**src/rtl/fetch_stage_if.sv**
```systemverilog
// Fetch-stage bus: ROM address/data, stall/redirect control from later stages,
// and the IF/ID pipeline register outputs.
interface fetch_stage_if #(
  parameter int CNT_W = 16
);
  logic [7:0]       addr;
  logic [15:0]      instruction;
  logic             stall;
  logic             redirect_valid;
  logic [7:0]       redirect_pc;
  logic [15:0]      ifid_instr;
  logic [7:0]       ifid_pc;
  logic             ifid_valid;
  logic             ifid_pred_taken;
  logic [CNT_W-1:0] fetch_count;

  modport master (
    output addr, ifid_instr, ifid_pc, ifid_valid, ifid_pred_taken, fetch_count,
    input  instruction, stall, redirect_valid, redirect_pc
  );

  modport slave (
    input  addr, ifid_instr, ifid_pc, ifid_valid, ifid_pred_taken, fetch_count,
    output instruction, stall, redirect_valid, redirect_pc
  );
endinterface

```
**src/rtl/fetch_stage.sv**
```systemverilog
// Instruction-fetch stage: owns the PC, folds unconditional JMP at fetch and
// loads the IF/ID register, honouring redirect (highest) then stall.
module fetch_stage #(
  parameter logic [7:0]  RESET_PC   = 8'h00,
  parameter logic [15:0] NOP_INSTR  = 16'h1000,
  parameter logic [3:0]  JMP_OPCODE = 4'b1001,
  parameter int          CNT_W      = 16
) (
  input logic          clk,
  input logic          rst_n,
  fetch_stage_if.master bus
);

  logic [7:0]       pc, next_pc;
  logic [15:0]      ifid_instr;
  logic [7:0]       ifid_pc;
  logic             ifid_valid;
  logic             ifid_pred_taken;
  logic [CNT_W-1:0] fetch_count;
  logic             is_jmp;

  assign is_jmp = (bus.instruction[15:12] == JMP_OPCODE);
  assign bus.addr = pc;

  // Redirect beats stall, so a stalled decode never pins a wrong-path fetch.
  always_comb begin
    next_pc = pc;
    if (bus.redirect_valid)  next_pc = bus.redirect_pc;
    else if (bus.stall)      next_pc = pc;
    else if (is_jmp)         next_pc = bus.instruction[7:0];
    else                     next_pc = pc + 8'd1;
  end

  always_ff @(posedge clk or negedge rst_n) begin
    if (!rst_n) begin
      pc              <= RESET_PC;
      ifid_instr      <= NOP_INSTR;
      ifid_pc         <= 8'h00;
      ifid_valid      <= 1'b0;
      ifid_pred_taken <= 1'b0;
      fetch_count     <= '0;
    end else begin
      pc <= next_pc;
      if (bus.redirect_valid) begin
        ifid_instr      <= NOP_INSTR;
        ifid_pc         <= pc;
        ifid_valid      <= 1'b0;
        ifid_pred_taken <= 1'b0;
      end else if (!bus.stall) begin
        ifid_instr      <= bus.instruction;
        ifid_pc         <= pc;
        ifid_valid      <= 1'b1;
        ifid_pred_taken <= is_jmp;
        fetch_count     <= fetch_count + 1'b1;
      end
    end
  end

  assign bus.ifid_instr      = ifid_instr;
  assign bus.ifid_pc         = ifid_pc;
  assign bus.ifid_valid      = ifid_valid;
  assign bus.ifid_pred_taken = ifid_pred_taken;
  assign bus.fetch_count     = fetch_count;

endmodule
```
**src/flat_wrapper.sv**
```systemverilog
// flat-port wrapper written by rule: the top's interface ports become plain ports
module fetch_stage_flat 
#(
  parameter logic [7:0]  RESET_PC   = 8'h00,
  parameter logic [15:0] NOP_INSTR  = 16'h1000,
  parameter logic [3:0]  JMP_OPCODE = 4'b1001,
  parameter int          CNT_W      = 16
)
  (clk, rst_n, bus_addr, bus_ifid_instr, bus_ifid_pc, bus_ifid_valid, bus_ifid_pred_taken, bus_fetch_count, bus_instruction, bus_stall, bus_redirect_valid, bus_redirect_pc);
  fetch_stage_if #(.CNT_W(CNT_W)) bus_i ();
  input logic clk;
  input logic rst_n;
  output wire logic [$bits(bus_i.addr)-1:0] bus_addr;
  output wire logic [$bits(bus_i.ifid_instr)-1:0] bus_ifid_instr;
  output wire logic [$bits(bus_i.ifid_pc)-1:0] bus_ifid_pc;
  output wire logic [$bits(bus_i.ifid_valid)-1:0] bus_ifid_valid;
  output wire logic [$bits(bus_i.ifid_pred_taken)-1:0] bus_ifid_pred_taken;
  output wire logic [$bits(bus_i.fetch_count)-1:0] bus_fetch_count;
  input wire logic [$bits(bus_i.instruction)-1:0] bus_instruction;
  input wire logic [$bits(bus_i.stall)-1:0] bus_stall;
  input wire logic [$bits(bus_i.redirect_valid)-1:0] bus_redirect_valid;
  input wire logic [$bits(bus_i.redirect_pc)-1:0] bus_redirect_pc;
  assign bus_addr = bus_i.addr;
  assign bus_ifid_instr = bus_i.ifid_instr;
  assign bus_ifid_pc = bus_i.ifid_pc;
  assign bus_ifid_valid = bus_i.ifid_valid;
  assign bus_ifid_pred_taken = bus_i.ifid_pred_taken;
  assign bus_fetch_count = bus_i.fetch_count;
  assign bus_i.instruction = bus_instruction;
  assign bus_i.stall = bus_stall;
  assign bus_i.redirect_valid = bus_redirect_valid;
  assign bus_i.redirect_pc = bus_redirect_pc;
  fetch_stage #(.RESET_PC(RESET_PC), .NOP_INSTR(NOP_INSTR), .JMP_OPCODE(JMP_OPCODE), .CNT_W(CNT_W)) u_core (.clk(clk), .rst_n(rst_n), .bus(bus_i));
endmodule
```
**config.mk**
```make
export PLATFORM = sky130hd
export DESIGN_NAME = fetch_stage_flat
export DESIGN_NICKNAME = d
export VERILOG_FILES = /design/src/rtl/fetch_stage_if.sv /design/src/rtl/fetch_stage.sv /design/src/flat_wrapper.sv
export SDC_FILE = /design/constraint.sdc
export NUM_CORES = 1
export LEC_CHECK = 0
export ABC_AREA = 1
export CORE_MARGIN = 10
export CORE_UTILIZATION = 30
export CTS_BUF_LIST = sky130_fd_sc_hd__clkbuf_4 sky130_fd_sc_hd__clkbuf_8 sky130_fd_sc_hd__clkbuf_16
export DETAILED_ROUTE_END_ITERATION = 6
export PLACE_DENSITY = 0.55
export SLEW_MARGIN = 20
export SYNTH_ARGS = -nofsm -noshare
export SYNTH_HDL_FRONTEND = slang
export SYNTH_SLANG_ARGS = --single-unit
export TNS_END_PERCENT = 20
```
**constraint.sdc**
```tcl
create_clock -name clk -period 2.4 [get_ports clk]
set_input_delay 0.72 -clock clk [delete_from_list [all_inputs] [get_ports clk]]
set_output_delay 0.72 -clock clk [all_outputs]
set_load 0.005 [all_outputs]
```
Word level (Yosys, flattened, before mapping)
Index checks and enable logic that the tools add are counted.
Operators by class
  bitwise logic cells: 2
  equal/unequal tests: 2
  reductions and logical operators: 1
  add/sub/neg operators: 2
  mux-type cells: 11
Operators with widths (number)
  $mux W8: 5
  $mux W16: 2
  $add A16 B1 Y16 const B: 1
  $add A8 B1 Y8 const B: 1
  $eq A4 B4 Y1 const B: 1
  $mux W1: 4
  $ne A2 B1 Y1 const B: 1
  $not A1 Y1: 2
  $reduce_and A2 Y1: 1
Word-level totals
  word-level logic and storage cells: 24
  register bits: 50
  bits of input ports: 28
  output and inout bits: 50

Longest topological paths before layout
  depth in word-level cells: 4
  mapped depth: 8
  gate-level depth less buffers: 8

Least setup slack after synthesis
OpenSTA, ideal clock, no wires.
  path type: input port to flip-flop
  from: in bus_redirect_valid
  to: reg u_core.fetch_count[13] (netlist: u_core.bus.fetch_count[13])
  arrival time: 1.433 ns
  path buffers: 1
  slack: 0.854 ns
  stages on the path: 7
  cell sequence: buf_6 > nor2_8 > nand2_4 > nor3_4 > nand4_1 > nand2_1 > inv_1
On the way
  cells in the longest elaborated chain, start to end: 2
Ends and longest elaborated chain
  start: declaration: RTL line flat_wrapper.sv:21  | input wire logic [$bits(bus_i.redirect_valid)-1:0] bus_redirect_valid;
  $not A1 Y1 (no source line)
  $reduce_and A2 Y1 (no source line)
  end signal: assignment: RTL line fetch_stage.sv:54  | fetch_count <= fetch_count + 1'b1;
  end: declaration: RTL line fetch_stage.sv:19  | logic [CNT_W-1:0] fetch_count;
Every way passes these cells.
A chain may end at the register's enable or synchronous reset.

Worst setup path after layout
  from: reg u_core.ifid_instr[12] (netlist: u_core.bus.ifid_instr[12])
  to: out bus_ifid_instr[12]
RTL lines
  start: declaration: RTL line fetch_stage.sv:15  | logic [15:0] ifid_instr;
  start signal: assignment: RTL line fetch_stage.sv:50  | ifid_instr <= bus.instruction;
  end: declaration: RTL line flat_wrapper.sv:14  | output wire logic [$bits(bus_i.ifid_instr)-1:0] bus_ifid_instr;
No word-level cell between the ends.

==> flow_metrics.py <==
metrics = {
    "global_route": {
        "antenna_found_initial": 0,
        "grt_overflow_total": 0,
        "grt_pass1_vias": 2172,
        "grt_usage_pct": 11.8,
        "grt_first_pass_wirelength_um": 11200,
        "grt_max_degree": 24,
    },
    "pwr": {
        "vdd_drop_max_uv": 233,
        "powerDensity_mw_per_mm2": 616,
        "internal_power_w": 0.00148,
        "switching_share_pct": 29.9,
        "power.share.sequential_pct": 50.3,
        "combPwrFrac_pct": 26.2,
        "power.switching_w": 0.000633,
        "leakage_nw": 1.68,
        "clkPwrFrac_pct": 23.5,
    },
    "setup_path": {
        "path_cells": "clkdlybuf4s50_1",
        "cp_max_fo": 2,
        "ff2ff_path_depth": 6,
        "critPathBufInv": 1,
        "critPathKind": "register to output pin",
        "cpPeakStageDelay_ns": 0.54,
        "critPathLaunchType": "register",
        "path_delay_family": "flip-flops",
        "cpMaxStageDelayCell": "dfstp_2",
        "crit_end": "bus_ifid_instr[12]",
        "worstPathArrival_ns": 1.36,
        "r2r-end": "u_core.bus.fetch_count[12]",
        "cp_num_cells": 1,
        "end_kind": "output pin",
        "rrSetupSlack_ns": 1.07,
        "crit_start": "u_core.bus.ifid_instr[12]",
        "reg2reg_from": "u_core.bus.fetch_count[0]",
        "worstPathRequired_ns": 1.68,
    },
    "route": {
        "dr.pass1.iters": 4,
        "postRouteAntennaNets": 0,
        "via_count": 2135,
        "finalWirelength_um": 6860,
        "viasPerCell": 4.49,
        "drcViolationCount": 0,
        "drtIter0Drc": 52,
        "post_drt_wl_per_cell_um": 14.4,
    },
    "final_layout": {
        "final_nets": 404,
        "drive_gt1_share_pct": 8.56,
        "final_cell_count_no_fill": 476,
        "antenna_cells": 0,
        "fill_cells": 801,
        "areaGrowthSynthToFinish_pct": 40.9,
        "design_area_sq_mm": 0.00344,
    },
    "sta": {
        "finalHoldViolations": 0,
        "skew_ns": 0.00523,
        "rsz0062_at_grt": "false",
        "finalCriticalPeriod_ns": 2.08,
        "finalSetupTns_ns": 0,
        "tightest_slew_ns": 0.568,
        "max_slew_margin_pct": 62.2,
        "final-max-slew-violation-count": 0,
        "finalSetupViolations": 0,
        "post-route-period-util_pct": 86.5,
        "fmaxAchievable_mhz": 482,
    },
    "yosys": {
        "ys.flop_type": "dfrtp_1",
        "synthDistinctLibCells": 28,
        "ys_async_sr_fraction_pct": 100,
        "yosysSeqAreaShare_pct": 51.4,
        "syn_area_per_cell_sq_um": 8.44,
        "ys_seq_elements": 50,
        "syn_area_sq_mm": 0.00244,
        "synth-edff-count": 0,
        "synthesis.nets": 319,
        "ys_warn_count": 0,
        "syn-instance-count": 289,
    },
    "hold_path": {
        "hold_path_class": "primary input to async pin",
    },
    "clock_network": {
        "postCtsSetupBuffers": 0,
        "root_buffer": "clkbuf_8",
        "cts_sinks": 50,
        "cts.clk_slew.worst_paths_ns": 0.09,
        "clkLatencyLatePin_ns": 0.30,
        "clockBufferDepth": 2,
        "ctsResizeCount": 0,
        "cts_made_buffers": 5,
        "cts_hold_buf": 0,
        "tritoncts": "built",
        "htree_levels": 2,
    },
    "placement": {
        "port_buffers": 77,
        "place_area_sq_mm": 0.00335,
        "dp_cells": 469,
        "dpl.hpwl_um": 5400,
        "gp_congestion": 0.828,
    },
    "job": {
        "drv_cap": 0,
    },
    "floorplan": {
        "core_sq_mm": 0.00781,
        "start_util_pct": 31.2,
        "die_y_um": 110,
        "dieArea_sq_mm": 0.0121,
        "rows": 32,
        "ios": 78,
        "die_w_um": 110,
    },
    "outcome": {
        "status": "completed",
    },
}
## sequential cells by signal (all words and copies together), names as in the netlist
register and cells:
u_core.bus.addr 8, u_core.bus.fetch_count 16, u_core.bus.ifid_instr 16, u_core.bus.ifid_pc 8, u_core.bus.ifid_pred_taken 1, u_core.bus.ifid_valid 1
## final cells by class
type,instances,area [sq um],area share (%)
Multi-Input combinational cell,191,985,28.6
Clock buffer,7,83.8,2.44
Sequential cell,50,1250,36.4
Timing Repair Buffer,84,831,24.2
Inverter,42,158,4.59
Tap cell,102,128,3.71
## power by group through the flow
stage	Clock [W]	Combinational [W]	Sequential (W)
4_1_cts	0.000509	0.000568	0.00107
3_3_place_gp	0	0.000566	0.00108
5_1_grt	0.000538	0.000615	0.00108
3_5_place_dp	0	0.000566	0.00108
6_report	0.000497	0.000553	0.00107
2_1_floorplan	0	0.000221	0.00107
## worst min-delay path by stage
stage                                   start                   endpoint  slack [ns]
floorplan                               rst_n         u_core.bus.addr[0]        0.42
global placement    u_core.bus.ifid_instr[15]  u_core.bus.ifid_instr[15]        0.46
detailed placement  u_core.bus.ifid_instr[15]  u_core.bus.ifid_instr[15]        0.47
CTS                                     rst_n   u_core.bus.ifid_instr[3]        0.42
global route                            rst_n   u_core.bus.ifid_instr[3]        0.44
finish                                  rst_n         u_core.bus.addr[1]        0.40
## routing by layer
layer	track usage [%]	vias to the layer above	part of all wire, %
met5	0	-	0
met4	3.58	0	1.3
met3	4.47	5	8.6
li1	-	1083	-
met2	18.2	53	45
met1	15.0	994	45
## cells in the mapped netlist, types with 4 or more instances
master	n	area [sq um]
nand2_1	84	315
dfrtp_1	49	1230
inv_1	39	146
nor2_1	22	82.6
o21ai_0	22	110
o21ai_1	12	60.1
nand3_1	9	45.0
xor2_1	8	70.1
a22o_1	7	61.3
nand4_1	4	25.0
## layout by cell type (no fill, tap or decap), drive strengths merged, types with 6 or more instances in the layout
cell type | Yosys | final
nand2 | 89 | 89
xor2 | 8 | 8
clkbuf | 0 | 7
a22o | 7 | 7
clkdlybuf4s50 | 0 | 76
o21ai | 34 | 34
buf | 6 | 8
inv | 42 | 42
nand4 | 6 | 6
nand3 | 9 | 9
dfrtp | 49 | 49
nor2 | 27 | 27
## cells by family after synthesis
family,Yosys count,synth area share [%]
AOI/OAI and AO/OA,45,10.6
xor gates and xnor gates,11,3.95
adders and majority gates,2,1.03
buffers and inverters,48,8.26
DFF,50,51.4
and+or+nand+nor,133,24.8
## per-stage QoR
stage / hold WS, ns / setup slack, ns / utilization (%) / total power [W]
after floorplan: 0.424 / 0.854 / - / 0.00129
after global placement: 0.463 / 0.196 / 42.9 / 0.00165
after detailed placement: 0.466 / 0.183 / 42.9 / 0.00165
after CTS: 0.422 / 0.307 / 44.0 / 0.00214
after global routing: 0.441 / 0.279 / 44.0 / 0.00224
final: 0.402 / 0.325 / 44.0 / 0.00212
Power figures use the tool's default switching activity.
